## src/rtl/booth_pkg.sv

```systemverilog
// rtl/booth_pkg.sv - shared constants and action encodings for the Booth multiplier slice
package booth_pkg;

  localparam int BOOTH_WIDTH = 16;

  // addsub strobe encoding, shared with the Booth controller
  localparam logic BOOTH_ADD = 1'b1;
  localparam logic BOOTH_SUB = 1'b0;

  typedef enum logic [1:0] {
    A_HOLD  = 2'd0,
    A_CLR   = 2'd1,
    A_LOAD  = 2'd2,
    A_SHIFT = 2'd3
  } a_op_e;

  typedef enum logic [1:0] {
    Q_HOLD  = 2'd0,
    Q_CLR   = 2'd1,
    Q_LOAD  = 2'd2,
    Q_SHIFT = 2'd3
  } q_op_e;

  function automatic int cnt_width(input int width);
    return $clog2(width + 1);
  endfunction

endpackage

```

## src/rtl/booth_datapath_if.sv

```systemverilog
// rtl/booth_datapath_if.sv - strobe/status bundle between the Booth controller and datapath
interface booth_datapath_if
  import booth_pkg::*;
#(
  parameter int WIDTH = BOOTH_WIDTH
);

  logic [WIDTH-1:0]   data_in;
  logic               ldA;
  logic               clrA;
  logic               sftA;
  logic               ldQ;
  logic               clrQ;
  logic               sftQ;
  logic               ldM;
  logic               clrff;
  logic               ldff;
  logic               addsub;
  logic               ldcnt;
  logic               decr;
  logic               q0;
  logic               qm1;
  logic               eqz;
  logic [2*WIDTH-1:0] product;

  modport master (
    output data_in, ldA, clrA, sftA, ldQ, clrQ, sftQ, ldM,
    output clrff, ldff, addsub, ldcnt, decr,
    input  q0, qm1, eqz, product
  );

  modport slave (
    input  data_in, ldA, clrA, sftA, ldQ, clrQ, sftQ, ldM,
    input  clrff, ldff, addsub, ldcnt, decr,
    output q0, qm1, eqz, product
  );

endinterface

```

## src/rtl/booth_counter.sv

```systemverilog
// rtl/booth_counter.sv - iteration down-counter: load to WIDTH, saturating decrement, zero flag
module booth_counter
  import booth_pkg::*;
#(
  parameter  int WIDTH = BOOTH_WIDTH,
  localparam int CNT_W = cnt_width(WIDTH)
) (
  input  logic clk,
  input  logic rst,
  input  logic ldcnt,
  input  logic decr,
  output logic eqz
);

  logic [CNT_W-1:0] count;

  // decrement stops at zero so an extra decr pulse cannot wrap to a large count
  always_ff @(posedge clk) begin
    if (rst) begin
      count <= '0;
    end else if (ldcnt) begin
      count <= CNT_W'(WIDTH);
    end else if (decr && (count != '0)) begin
      count <= count - CNT_W'(1);
    end
  end

  assign eqz = (count == '0);

endmodule

```

## src/rtl/booth_datapath.sv

```systemverilog
// rtl/booth_datapath.sv - radix-2 Booth datapath: A, Q, M, Q[-1] and the iteration counter
module booth_datapath
  import booth_pkg::*;
#(
  parameter int WIDTH = BOOTH_WIDTH
) (
  input  logic             clk,
  input  logic             rst,
  booth_datapath_if.slave  bus
);

  logic [WIDTH-1:0] a_r;
  logic [WIDTH-1:0] q_r;
  logic [WIDTH-1:0] m_r;
  logic             qm1_r;
  logic [WIDTH-1:0] addsub_res;
  a_op_e            a_op;
  q_op_e            q_op;

  // resolve competing strobes into a single action per register
  always_comb begin
    a_op = A_HOLD;
    if (bus.clrA) begin
      a_op = A_CLR;
    end else if (bus.ldA) begin
      a_op = A_LOAD;
    end else if (bus.sftA) begin
      a_op = A_SHIFT;
    end
  end

  always_comb begin
    q_op = Q_HOLD;
    if (bus.clrQ) begin
      q_op = Q_CLR;
    end else if (bus.ldQ) begin
      q_op = Q_LOAD;
    end else if (bus.sftQ) begin
      q_op = Q_SHIFT;
    end
  end

  assign addsub_res = (bus.addsub == BOOTH_ADD) ? (a_r + m_r) : (a_r - m_r);

  always_ff @(posedge clk) begin
    if (rst) begin
      a_r <= '0;
    end else begin
      case (a_op)
        A_CLR:   a_r <= '0;
        A_LOAD:  a_r <= addsub_res;
        A_SHIFT: a_r <= {a_r[WIDTH-1], a_r[WIDTH-1:1]};
        default: a_r <= a_r;
      endcase
    end
  end

  // Q shifts in the pre-edge A[0], so A and Q move together as one {A,Q} word
  always_ff @(posedge clk) begin
    if (rst) begin
      q_r <= '0;
    end else begin
      case (q_op)
        Q_CLR:   q_r <= '0;
        Q_LOAD:  q_r <= bus.data_in;
        Q_SHIFT: q_r <= {a_r[0], q_r[WIDTH-1:1]};
        default: q_r <= q_r;
      endcase
    end
  end

  always_ff @(posedge clk) begin
    if (rst) begin
      m_r   <= '0;
      qm1_r <= 1'b0;
    end else begin
      if (bus.ldM) begin
        m_r <= bus.data_in;
      end
      if (bus.clrff) begin
        qm1_r <= 1'b0;
      end else if (bus.ldff) begin
        qm1_r <= q_r[0];
      end
    end
  end

  booth_counter #(
    .WIDTH (WIDTH)
  ) u_counter (
    .clk   (clk),
    .rst   (rst),
    .ldcnt (bus.ldcnt),
    .decr  (bus.decr),
    .eqz   (bus.eqz)
  );

  assign bus.q0      = q_r[0];
  assign bus.qm1     = qm1_r;
  assign bus.product = {a_r, q_r};

endmodule

```

## src/flat_wrapper.sv

```systemverilog
// flat-port wrapper written by rule: the top's interface ports become plain ports
module booth_datapath_flat import booth_pkg::*;
#(
  parameter int WIDTH = BOOTH_WIDTH
)
  (clk, rst, bus_data_in, bus_ldA, bus_clrA, bus_sftA, bus_ldQ, bus_clrQ, bus_sftQ, bus_ldM, bus_clrff, bus_ldff, bus_addsub, bus_ldcnt, bus_decr, bus_q0, bus_qm1, bus_eqz, bus_product);
  booth_datapath_if #(.WIDTH(WIDTH)) bus_i ();
  input  logic clk;
  input  logic rst;
  input wire logic [$bits(bus_i.data_in)-1:0] bus_data_in;
  input wire logic [$bits(bus_i.ldA)-1:0] bus_ldA;
  input wire logic [$bits(bus_i.clrA)-1:0] bus_clrA;
  input wire logic [$bits(bus_i.sftA)-1:0] bus_sftA;
  input wire logic [$bits(bus_i.ldQ)-1:0] bus_ldQ;
  input wire logic [$bits(bus_i.clrQ)-1:0] bus_clrQ;
  input wire logic [$bits(bus_i.sftQ)-1:0] bus_sftQ;
  input wire logic [$bits(bus_i.ldM)-1:0] bus_ldM;
  input wire logic [$bits(bus_i.clrff)-1:0] bus_clrff;
  input wire logic [$bits(bus_i.ldff)-1:0] bus_ldff;
  input wire logic [$bits(bus_i.addsub)-1:0] bus_addsub;
  input wire logic [$bits(bus_i.ldcnt)-1:0] bus_ldcnt;
  input wire logic [$bits(bus_i.decr)-1:0] bus_decr;
  output wire logic [$bits(bus_i.q0)-1:0] bus_q0;
  output wire logic [$bits(bus_i.qm1)-1:0] bus_qm1;
  output wire logic [$bits(bus_i.eqz)-1:0] bus_eqz;
  output wire logic [$bits(bus_i.product)-1:0] bus_product;
  assign bus_i.data_in = bus_data_in;
  assign bus_i.ldA = bus_ldA;
  assign bus_i.clrA = bus_clrA;
  assign bus_i.sftA = bus_sftA;
  assign bus_i.ldQ = bus_ldQ;
  assign bus_i.clrQ = bus_clrQ;
  assign bus_i.sftQ = bus_sftQ;
  assign bus_i.ldM = bus_ldM;
  assign bus_i.clrff = bus_clrff;
  assign bus_i.ldff = bus_ldff;
  assign bus_i.addsub = bus_addsub;
  assign bus_i.ldcnt = bus_ldcnt;
  assign bus_i.decr = bus_decr;
  assign bus_q0 = bus_i.q0;
  assign bus_qm1 = bus_i.qm1;
  assign bus_eqz = bus_i.eqz;
  assign bus_product = bus_i.product;
  booth_datapath #(.WIDTH(WIDTH)) u_core (.clk(clk), .rst(rst), .bus(bus_i));
endmodule
```

## config.mk

```make
export PLATFORM = sky130hd
export DESIGN_NAME = booth_datapath_flat
export DESIGN_NICKNAME = d
export VERILOG_FILES = /design/src/rtl/booth_pkg.sv /design/src/rtl/booth_datapath_if.sv /design/src/rtl/booth_counter.sv /design/src/rtl/booth_datapath.sv /design/src/flat_wrapper.sv
export SDC_FILE = /design/constraint.sdc
export NUM_CORES = 1
export LEC_CHECK = 0
export CAP_MARGIN = 10
export CORE_MARGIN = 2
export CORE_UTILIZATION = 45
export DETAILED_ROUTE_END_ITERATION = 16
export GPL_TIMING_DRIVEN = 0
export PLACE_DENSITY = 0.73
export SLEW_MARGIN = 25
export SYNTH_ARGS = -nofsm -noshare
export SYNTH_HDL_FRONTEND = slang
export SYNTH_SLANG_ARGS = --single-unit
```

## constraint.sdc

```tcl
create_clock -name clk -period 7.4 [get_ports clk]
set_clock_uncertainty 0.2 [all_clocks]
set_input_delay 0.74 -clock clk [delete_from_list [all_inputs] [get_ports clk]]
set_output_delay 0.74 -clock clk [all_outputs]
set_load 0.01 [all_outputs]
```

-- Word level (Yosys, flattened, before mapping)
Cells that the tools add are included.
- bits in registers: 54
- bits in latches: 0
- memory bits (writable): 0
- ROM bits: 0
- output and inout port bits: 35
- word-level logic and storage cells: 38
- memories kept: 0
- add/sub/neg operators: 3
- multipliers: 0
- divide/modulo/power cells: 0
- $lt $le $gt $ge: 0
- eq/ne operators: 6
- shift operators: 0
- mux-type cells: 11
- bitwise logic cells: 1
- reductions and logical operators: 10
- operator list (operator ; count):
    one-hot mux 16 bit (3 select lines) ; 2
    adder 16 bit ; 1
    2-to-1 mux 16 bit ; 1
    subtractor 16 bit ; 1
    2-to-1 mux 2 bit ; 6
    2-to-1 mux 5 bit ; 2
    == test 2 bit (second input constant) ; 4
    nonzero test 3 bit ; 2
    zero test 5 bit ; 1
    nonzero test 5 bit ; 1
    subtractor 5 x 1 -> 5 bit (second input constant) ; 1
    == test 2 x 1 -> 1 bit (second input constant) ; 2
    nonzero test 2 bit ; 2
    OR reduction 2 bit ; 2
    AND reduction 2 bit ; 1
    logical AND 1 bit ; 1
    inverter 1 bit ; 1

-- Logic depth before layout (Yosys ltp)
Gate-level depths: netlist (run 1).
- word-level depth: 6
- depth in mapped cells: 14
- mapped depth without buffers: 13

-- Hierarchy
From an unflattened synthesis (run 1), not the netlist that was laid out.
- cell total of the unflattened synthesis: 412
- area, all modules: 3440.8 µm²
- by module, submodules not included (module ; times used ; cells an instance ; area each (µm²) ; seq. area each (µm²)):
    booth_datapath ; 1 ; 383 ; 3191.8 ; 980.9
    booth_counter ; 1 ; 29 ; 249.0 ; 100.1

-- Worst setup path after synthesis (run 1)
Ideal clock, no wire load.
- path kind: in2reg
- start: input port bus_addsub
- end: register u_core.a_r[12]
- arrival: 2676 ps
- required time: 7105 ps
- slack: 4429 ps
- stages on the path: 10
- path through: clkbuf_1 > nor2_1 > xnor2_1 > ha_1 > a21o_1 > a211o_1 > o21ai_1 > mux2i_1 > nand2_1 > a221oi_1
- longest elaborated chain between the ends: 2
- ends and longest elaborated chain (what ; line ; text):
    start: declaration ; flat_wrapper.sv:20 ; input wire logic [$bits(bus_i.addsub)-1:0] bus_addsub;
    2-to-1 mux 16 bit ; booth_datapath.sv:43 ; assign addsub_res = (bus.addsub == BOOTH_ADD) ? (a_r + m_r) : (a_r - m_r);
    one-hot mux 16 bit (3 select lines) ; booth_datapath.sv:49 ; case (a_op)
    end signal: assignment ; booth_datapath.sv:51 ; A_LOAD: a_r <= addsub_res;
    end signal: assignment ; booth_datapath.sv:52 ; A_SHIFT: a_r <= {a_r[WIDTH-1], a_r[WIDTH-1:1]};
    end signal: assignment ; booth_datapath.sv:53 ; default: a_r <= a_r;
    end: declaration ; booth_datapath.sv:12 ; logic [WIDTH-1:0] a_r;
Every way passes these cells.
A chain may end at the register's enable or synchronous reset.

-- Worst setup path in the final report (run 1)
- start: input port bus_addsub
- end: register u_core.a_r[14]
The elaborated chain is that of the path after synthesis.

==> results_dict.tcl, run 1 <==
set metrics [dict create \
    maxSlewViolCount 0 \
    stdcell_count 583 \
    rows 31 \
    vias 3200 \
    final.min_clock_period_ns 3.753 \
    async_flop_share_pct 0 \
    clkSlewWorstSetupHoldPaths_ns 0.11 \
    drt-initial-drc-count 205 \
    hp-class "flop to flop" \
    root_buffer "clkbuf_8" \
    drive_gt1_share_pct 3.926 \
    path_cells "clkdlybuf4s50_1, clkbuf_1, nor2_1, xnor2_1, ha_1, a21o_1, a211o_1, o21ai_1, o221ai_1, xnor2_1, o31ai_1" \
    dp.cells 576 \
    ant_nets 0 \
    postCtsSetupBuffers 0 \
    syn_inst 415 \
    clock.fmax_mhz 266.4 \
    hold_buffers 0 \
    synth-edff-count 0 \
    io_pins 65 \
    dpl_cell_area_um2 4172 \
    slowest_delay_ns 0.62 \
    ys_types 53 \
    yosys_warnings 0 \
    setup_tns_ns 0 \
    via_per_inst 5.489 \
    cts_tree "done" \
    critPathMaxFanout 10 \
    crit_required_ns 7.44 \
    final_area_um2 4255 \
    synth-seq-cells 54 \
    die_w_um 91.27 \
    cts_buffers 5 \
    cts.repair.resized 0 \
    start_util_pct 46.75 \
    grt_first_pass_wirelength_um 14030 \
    antenna_found_initial 0 \
    die_area_um2 8329 \
    wl_per_cell_um 14.66 \
    grt_max_degree 17 \
    area_growth_syn_to_layout_pct 24.17 \
    cp-start-kind "input port" \
    antennaDiodeCount 0 \
    synth_fp_nets 470 \
    grt_util_met3_pct 3.485 \
    critical_path_class "input port to flop" \
    maxCapViolCount 0 \
    globalRouteMet1Util_pct 26.81 \
    cp.arrival_ns 3.80 \
    outcome "completed" \
    worstMarginPinSlew_ns 0.5684 \
    critPathBufInv 2 \
    first_global_vias 2988 \
    final_cell_mix "70 x nor2_1, 62 x clkdlybuf4s50_1, 54 x dfxtp_1, 44 x a21oi_1, 34 x mux2i_1" \
    first_pass_iters 4 \
    portBuffers 62 \
    fin_crit_sh_pct 50.72 \
    mostFrequentLayoutCell "nor2_1" \
    netlist_area_um2 3427 \
    yosysSeqAreaShare_pct 31.54 \
    core-area_um2 7331 \
    drc_errors 0 \
    insertion_delay_ns 0.32 \
    hold_viol 0 \
    slew_headroom_pct 62.11 \
    endpoint_kind "flop" \
    clockBufferDepth 2 \
    busiest_layer "met2" \
    gr-usage-all-layers_pct 20.55 \
    htreeDepth 2 \
    p_per_area_nw_per_um2 167.4 \
    drt-total-wl_um 8544 \
    slowest_stage "clkdlybuf4s50_1" \
    rsz0062_at_grt "false" \
    worst_ir_drop_vdd_mv 0.1020 \
    use_met2_pct 34.20 \
    p_leak_nw 1.760 \
    gp_congestion 0.8998 \
    grt_overflow_total 0 \
    final_net_count 539 \
    dp_hpwl_um 6561 \
    synth_ff_type "dfxtp_1" \
    avgSynthCellArea_um2 8.258 \
    crit_family "compound AO/OA/AOI/OAI gates" \
    dieHeight_um 91.27 \
    setup_viol 0 \
    clock-sinks 54 \
    cp_common_cell "xnor2_1" \
]
layer usage:
metal	routed length (µm)	part of all wire (%)
met5	0	0
met4	178	2.1
met3	424	5.0
met2	3956	46
met1	3984	47
cells in the mapped netlist, drive strengths merged, types with 14 or more instances:
cell type,instances,area [µm²]
xor2,14,122.6
nor2,71,269.0
ha,24,300.3
nand2,17,63.81
inv,20,75.07
mux2i,34,340.3
nor3,16,85.08
clkbuf,17,63.81
dfxtp,54,1081
a21oi,44,220.2
xnor2,15,138.9
power by group:
group          switching, mW  total [mW]  leakage (nW)  internal, mW
clock                  0.103       0.168        0.0362        0.0649
sequential            0.0173       0.323         0.442         0.306
combinational          0.117       0.221          1.28         0.104
total                  0.237       0.712          1.76         0.475
tightest hold or removal path, cell delays in order (launching register included):
cell and delay (ns):
dfxtp_1 0.34, mux2i_1 0.06, nor2_1 0.07
cells by family after synthesis:
group	share of synthesized area, %
and+or+nand+nor	18.04
AOI/OAI and AO/OA	18.29
DFF	31.54
buffers and inverters	4.892
muxes	10.26
xor gates and xnor gates	7.631
adders and majority gates	9.347
sequential cells by signal, indices dropped and copies added, names as in the netlist:
register / count
u_core.m_r: 16
u_core.bus.qm1: 1
u_core.u_counter.count: 5
u_core.a_r: 16
u_core.q_r: 16
path summary, 6_finish.rpt:
path	from	endpoint	depth (start not counted)	slack [ns]
min	u_core.m_r[14]	u_core.m_r[14]	2	0.31
max reg2reg	u_core.m_r[0]	u_core.a_r[15]	14	4.11
min reg2reg	u_core.m_r[14]	u_core.m_r[14]	2	0.31
max	bus_addsub	u_core.a_r[14]	11	3.65
area by class of cell:
type | count | area [µm²]
Buffer | 23 | 92.59
Tap cell | 99 | 123.9
Clock inverter | 2 | 15.01
Inverter | 20 | 75.07
Sequential cell | 54 | 1081
Clock buffer | 5 | 68.82
Multi-Input combinational cell | 318 | 2178
Timing Repair Buffer | 62 | 620.6
Fill cell | 665 | 3075
stage by stage:
stage	util [%]	worst slack [ns]	total power, mW	hold WS (ns)
2_1_floorplan	-	4.429	0.4777	0.2604
3_3_place_gp	56.90	3.377	0.5413	0.2770
3_5_place_dp	56.90	3.321	0.5483	0.2832
4_1_cts	58.05	3.650	0.7126	0.3092
5_1_grt	58.05	3.473	0.7532	0.3605
6_report	58.05	3.647	0.7123	0.3054
Note: power is estimated with default switching activity, not from simulation.
==> inputs of run 2 (changes only) <==
PLACE_DENSITY = 0.75   (was 0.73)
clock period = 3.2 ns   (was 7.4 ns; I/O delays follow)
==> run 2 against run 1 <==
Net effect:
- utilization rose by 1.9 points
- combinational power rose to 2.5 times the previous value
- design area rose by 3.3%
- critical path depth rose by 3
- sequential share of layout area shrank 0.63 points
- highest routed layer unchanged
- via count grew 1.4%
- register-to-register slack lost 4.0 ns
- critical endpoint is now u_core.a_r[15]
- sequential cell count did not move
==> results_dict.tcl, run 2 (synthesis results as in run 1) <==
set metrics [dict create \
    clock.fmax_mhz 325.1 \
    die_area_um2 8329 \
    p_leak_nw 1.829 \
    antenna_found_initial 0 \
    outcome "completed" \
    drive_gt1_share_pct 8.961 \
    insertion_delay_ns 0.32 \
    critical_path_class "flop to flop" \
    crit_required_ns 3.23 \
    final-seq-area_um2 1089 \
    worst_ir_drop_vdd_mv 0.2494 \
    die_w_um 91.27 \
    cts_buffers 5 \
    reg2reg_depth 14 \
    use_met2_pct 36.05 \
    fillers 638 \
    maxCapViolCount 0 \
    cp-start-kind "flop" \
    grt_max_degree 18 \
    reg2reg_slack_ns 0.12 \
    drc_errors 0 \
    start_util_pct 46.75 \
    first_pass_iters 5 \
    drt-initial-drc-count 161 \
    worstSetupStartpoint "u_core.m_r[0]" \
    portBuffers 62 \
    drt-total-wl_um 8804 \
    clkSlewWorstSetupHoldPaths_ns 0.10 \
    fin_util_pct 59.94 \
    clock-sinks 54 \
    hp-class "input port to flop" \
    globalRouteMet1Util_pct 27.12 \
    core-area_um2 7331 \
    hold_viol 0 \
    final.min_clock_period_ns 3.076 \
    hold_buffers 0 \
    first_global_vias 3067 \
    dieHeight_um 91.27 \
    final_cell_mix "69 x nor2_1, 61 x clkdlybuf4s50_1, 50 x dfxtp_1, 41 x a21oi_1, 34 x mux2i_1" \
    ant_nets 0 \
    critPathMaxFanout 6 \
    r2r_start "u_core.m_r[0]" \
    htreeDepth 2 \
    hold_ws_ns 0.2890 \
    antennaDiodeCount 0 \
    dp_hpwl_um 6627 \
    clockBufferDepth 2 \
    vias 3245 \
    via_per_inst 5.500 \
    slew_headroom_pct 60.66 \
    gr-usage-all-layers_pct 21.07 \
    grt_overflow_total 0 \
    gp_congestion 0.8621 \
    cts_tree "done" \
    area_growth_syn_to_layout_pct 28.22 \
    io_pins 65 \
    reg_top3 "u_core.a_r (16), u_core.m_r (16), u_core.q_r (16)" \
    final_net_count 545 \
    fin_crit_sh_pct 96.12 \
    mostFrequentLayoutCell "nor2_1" \
    rows 31 \
    cp.arrival_ns 3.10 \
    grt_first_pass_wirelength_um 14400 \
    endpoint_kind "flop" \
    busiest_layer "met2" \
    maxSlewViolCount 0 \
    grt_util_met3_pct 3.402 \
    r2r_end "u_core.a_r[15]" \
    critPathCapture "u_core.a_r[15]" \
    multi_input_area_um2 2235 \
    root_buffer "clkbuf_8" \
    worstMarginPinSlew_ns 0.5901 \
    setup_viol 0 \
    p_per_area_nw_per_um2 393.2 \
    wl_per_cell_um 14.92 \
]
-- run 2: cell types whose count changed in the layout (fill, tap and decap cells not counted), moves of 2 or more --
cell,change
buf_4,+8
clkbuf_1,-4
dfxtp_1,-4
a21oi_1,-3
dfxtp_2,+3
a21oi_2,+2
ha_1,-2
ha_2,+2
nor2_4,+2
-- run 2: repair_timing --
action | 4_1_cts | 5_1_grt
endpoints found under the setup margin | 4 | 6
resized for setup | 4 | 20
buffers inserted | 2 | 6
pin swaps | 1 | 6
hold endpoints to repair | 0 | 0
-- run 2: area by class of cell --
type	instances	share of cell area, %
Inverter	20	1.708
Timing Repair Buffer	70	15.55
Tap cell	99	2.819
Buffer	21	2.050
Clock inverter	2	0.3702
Multi-Input combinational cell	318	50.85
Sequential cell	54	24.77
Clock buffer	6	1.879
-- run 2: per-layer routing --
layer	vias to the layer above	wire length [µm]
met5	-	0
met4	0	158
met3	16	475
met2	110	4240
met1	1503	3930
li1	1616	-
-- run 2: worst min-delay path by stage --
stage	start	endpoint	slack, ns	cells past startpoint
6_report	bus_ldM	u_core.m_r[10]	0.29	3
3_3_place_gp	u_core.m_r[14]	u_core.m_r[14]	0.28	2
3_5_place_dp	u_core.m_r[14]	u_core.m_r[14]	0.30	2
5_1_grt	bus_ldM	u_core.m_r[10]	0.30	3
2_1_floorplan	bus_clrff	u_core.bus.qm1	0.20	1
4_1_cts	bus_ldM	u_core.m_r[10]	0.29	3
-- run 2: power breakdown --
part	switching (mW)	internal (mW)
Sequential	0.0426	0.707
Combinational	0.286	0.269
Clock	0.244	0.179
Total	0.573	1.15
-- run 2: metrics by stage --
| stage | cell area (µm²) | total power [mW] | setup slack, ns | setup TNS (ns) | std cells |
|---|---|---|---|---|---|
| finish | 4394 | 1.728 | 0.1241 | 0 | 590 |
| floorplan | 3427 | 1.105 | 0.3589 | 0 | 415 |
| global placement | 4172 | 1.256 | -0.4704 | -2.300 | 576 |
| CTS | 4290 | 1.692 | 0.01405 | 0 | 585 |
| global route | 4394 | 1.819 | -0.03999 | -0.03999 | 590 |
| detailed placement | 4172 | 1.269 | -0.5107 | -2.701 | 576 |
-- run 2: critical path: stages (launching register included) --
cell      delay, ns
dfxtp_4        0.38
inv_1          0.06
ha_1           0.19
nand2_1        0.11
nor2_4         0.16
a21oi_2        0.08
xor2_1         0.15
ha_2           0.39
nand3_1        0.15
nor3_2         0.24
o211ai_1       0.11
buf_4          0.17
o21a_1         0.21
xnor2_1        0.12
o32ai_1        0.26
==> inputs of run 3 (changes only) <==
GPL_ROUTABILITY_DRIVEN = 1   (was not set)
PLACE_DENSITY = 0.76   (was 0.75)
==> run 3 against run 2 <==
Net effect:
- sequential share of layout area is 0.078 points higher
- fmax increased by 1.3%
- wire length shrank 3.6%
- register-to-register slack improved by 0.04 ns
- utilization shrank 0.26 points
- combinational power is 4.0% lower
- power rose by 1.8%
- die area stayed put
- critical endpoint unchanged
- sequential cell count unchanged
- hold slack better by 0.016 ns
- global-route usage down 0.39 points
==> results_dict.tcl, run 3 (synthesis results as in run 1) <==
set metrics [dict create \
    fillers 651 \
    path_cells "inv_1, ha_1, nand2_1, nor2_4, a21oi_1, xor2_1, ha_2, nand3_1, nor3_2, o211ai_1, buf_4, o21a_1, xnor2_1, o32ai_2" \
    final_net_count 541 \
    cp.arrival_ns 3.07 \
    reg2reg_slack_ns 0.16 \
    cts_tree "done" \
    setup_tns_ns 0 \
    wl_per_cell_um 14.48 \
    holdPathEnd "u_core.m_r[11]" \
    grt_max_degree 18 \
    final_area_um2 4375 \
    clkSlewWorstSetupHoldPaths_ns 0.10 \
    rows 31 \
    antennaDiodeCount 0 \
    cts_buffers 5 \
    gr-usage-all-layers_pct 20.67 \
    maxSlewViolCount 0 \
    outcome "completed" \
    reg2reg_depth 14 \
    setup_viol 0 \
    dpl_cell_area_um2 4172 \
    critPathBufInv 2 \
    worstMarginPinSlew_ns 0.5554 \
    clock.fmax_mhz 329.3 \
    io_pins 65 \
    drt-initial-drc-count 145 \
    dp_hpwl_um 6525 \
    p_leak_nw 1.811 \
    insertion_delay_ns 0.32 \
    hold_ws_ns 0.3046 \
    antenna_found_initial 0 \
    first_pass_iters 5 \
    drive_gt1_share_pct 8.214 \
    cp-start-kind "flop" \
    gp_congestion 0.8684 \
    first_global_vias 3030 \
    slowest_stage "dfxtp_4" \
    vias 3178 \
    maxCapViolCount 0 \
    die_w_um 91.27 \
    cp.depth 14 \
    p_per_area_nw_per_um2 401.9 \
    r2r_end "u_core.a_r[15]" \
    dieHeight_um 91.27 \
    ant_nets 0 \
    holdPathStages 3 \
    min-delay-start "bus_ldM" \
    die_area_um2 8329 \
    hold_viol 0 \
    area_growth_syn_to_layout_pct 27.67 \
    mostFrequentLayoutCell "nor2_1" \
    clockBufferDepth 2 \
    worst_ir_drop_vdd_mv 0.2128 \
    via_per_inst 5.423 \
    htreeDepth 2 \
    final_cell_mix "69 x nor2_1, 62 x clkdlybuf4s50_1, 51 x dfxtp_1, 43 x a21oi_1, 34 x mux2i_1" \
    crit_required_ns 3.24 \
    reg_top3 "u_core.a_r (16), u_core.m_r (16), u_core.q_r (16)" \
    start_util_pct 46.75 \
    fin_util_pct 59.69 \
    dp_slack_ns -0.5617 \
    hp-class "input port to flop" \
    drc_errors 0 \
    hold_buffers 0 \
    grt_first_pass_wirelength_um 14230 \
    r2r_start "u_core.m_r[0]" \
    drt-total-wl_um 8483 \
    endpoint_kind "flop" \
    final.min_clock_period_ns 3.037 \
    core-area_um2 7331 \
    critPathMaxFanout 6 \
    root_buffer "clkbuf_8" \
    fin_ws_ns 0.1630 \
    fin_crit_sh_pct 94.91 \
    clock-sinks 54 \
    slew_headroom_pct 62.97 \
    portBuffers 62 \
    crit_family "compound AO/OA/AOI/OAI gates" \
    critical_path_class "flop to flop" \
    grt_overflow_total 0 \
    slowest_delay_ns 0.40 \
]
==> run 3: routing by layer <==
layer / global-route usage (%) / routed length [µm]
met1: 27.24 / 3912
met4: 6.313 / 141
met3: 3.651 / 400
met5: 0 / 0
met2: 34.44 / 4029
==> run 3: layout make-up <==
type	instances	area [µm²]	share of cell area (%)
tap	99	123.9	2.831
sequential	54	1087	24.85
buffer	21	90.09	2.059
inverter	20	75.07	1.716
timing repair buffer	66	650.6	14.87
multi-input combinational	318	2236	51.10
clock buffer	5	68.82	1.573
clock inverter	3	43.79	1.001
==> run 3: per-stage QoR <==
| step | power, mW | cells |
|---|---|---|
| floorplan | 1.105 | 415 |
| global placement | 1.257 | 576 |
| detailed placement | 1.267 | 576 |
| CTS | 1.740 | 585 |
| global route | 1.863 | 586 |
| finish | 1.759 | 586 |
==> run 3: where the power goes <==
part	internal [mW]	leakage, nW	switching (mW)
Combinational	0.257	1.31	0.275
Clock	0.235	0.0585	0.241
Sequential	0.707	0.443	0.0426
Total	1.20	1.81	0.559
==> run 3: worst max path at each step <==
stage                       start              to  slack [ns]
finish              u_core.m_r[0]  u_core.a_r[15]        0.16
global route        u_core.m_r[0]  u_core.a_r[15]       -0.05
CTS                    bus_addsub  u_core.a_r[12]        0.01
detailed placement     bus_addsub  u_core.a_r[12]       -0.56
global placement       bus_addsub  u_core.a_r[12]       -0.48
floorplan           u_core.m_r[7]  u_core.a_r[15]        0.36
==> run 3: worst reg2reg max path, stage by stage, from the launching register on <==
cell and delay, ns:
dfxtp_4 0.40, inv_1 0.06, ha_1 0.22, nand2_1 0.12, nor2_4 0.06, a21oi_1 0.18
xor2_1 0.12, ha_2 0.40, nand3_1 0.13, nor3_2 0.23, o211ai_1 0.12, buf_4 0.17
o21a_1 0.21, xnor2_1 0.13, o32ai_2 0.23
==> run 3: what timing repair did <==
item,4_1_cts,5_1_grt
buffers inserted,2,2
hold endpoints to repair,0,0
endpoints found under the setup margin,4,6
pin swaps,1,2
gates resized for setup,4,18
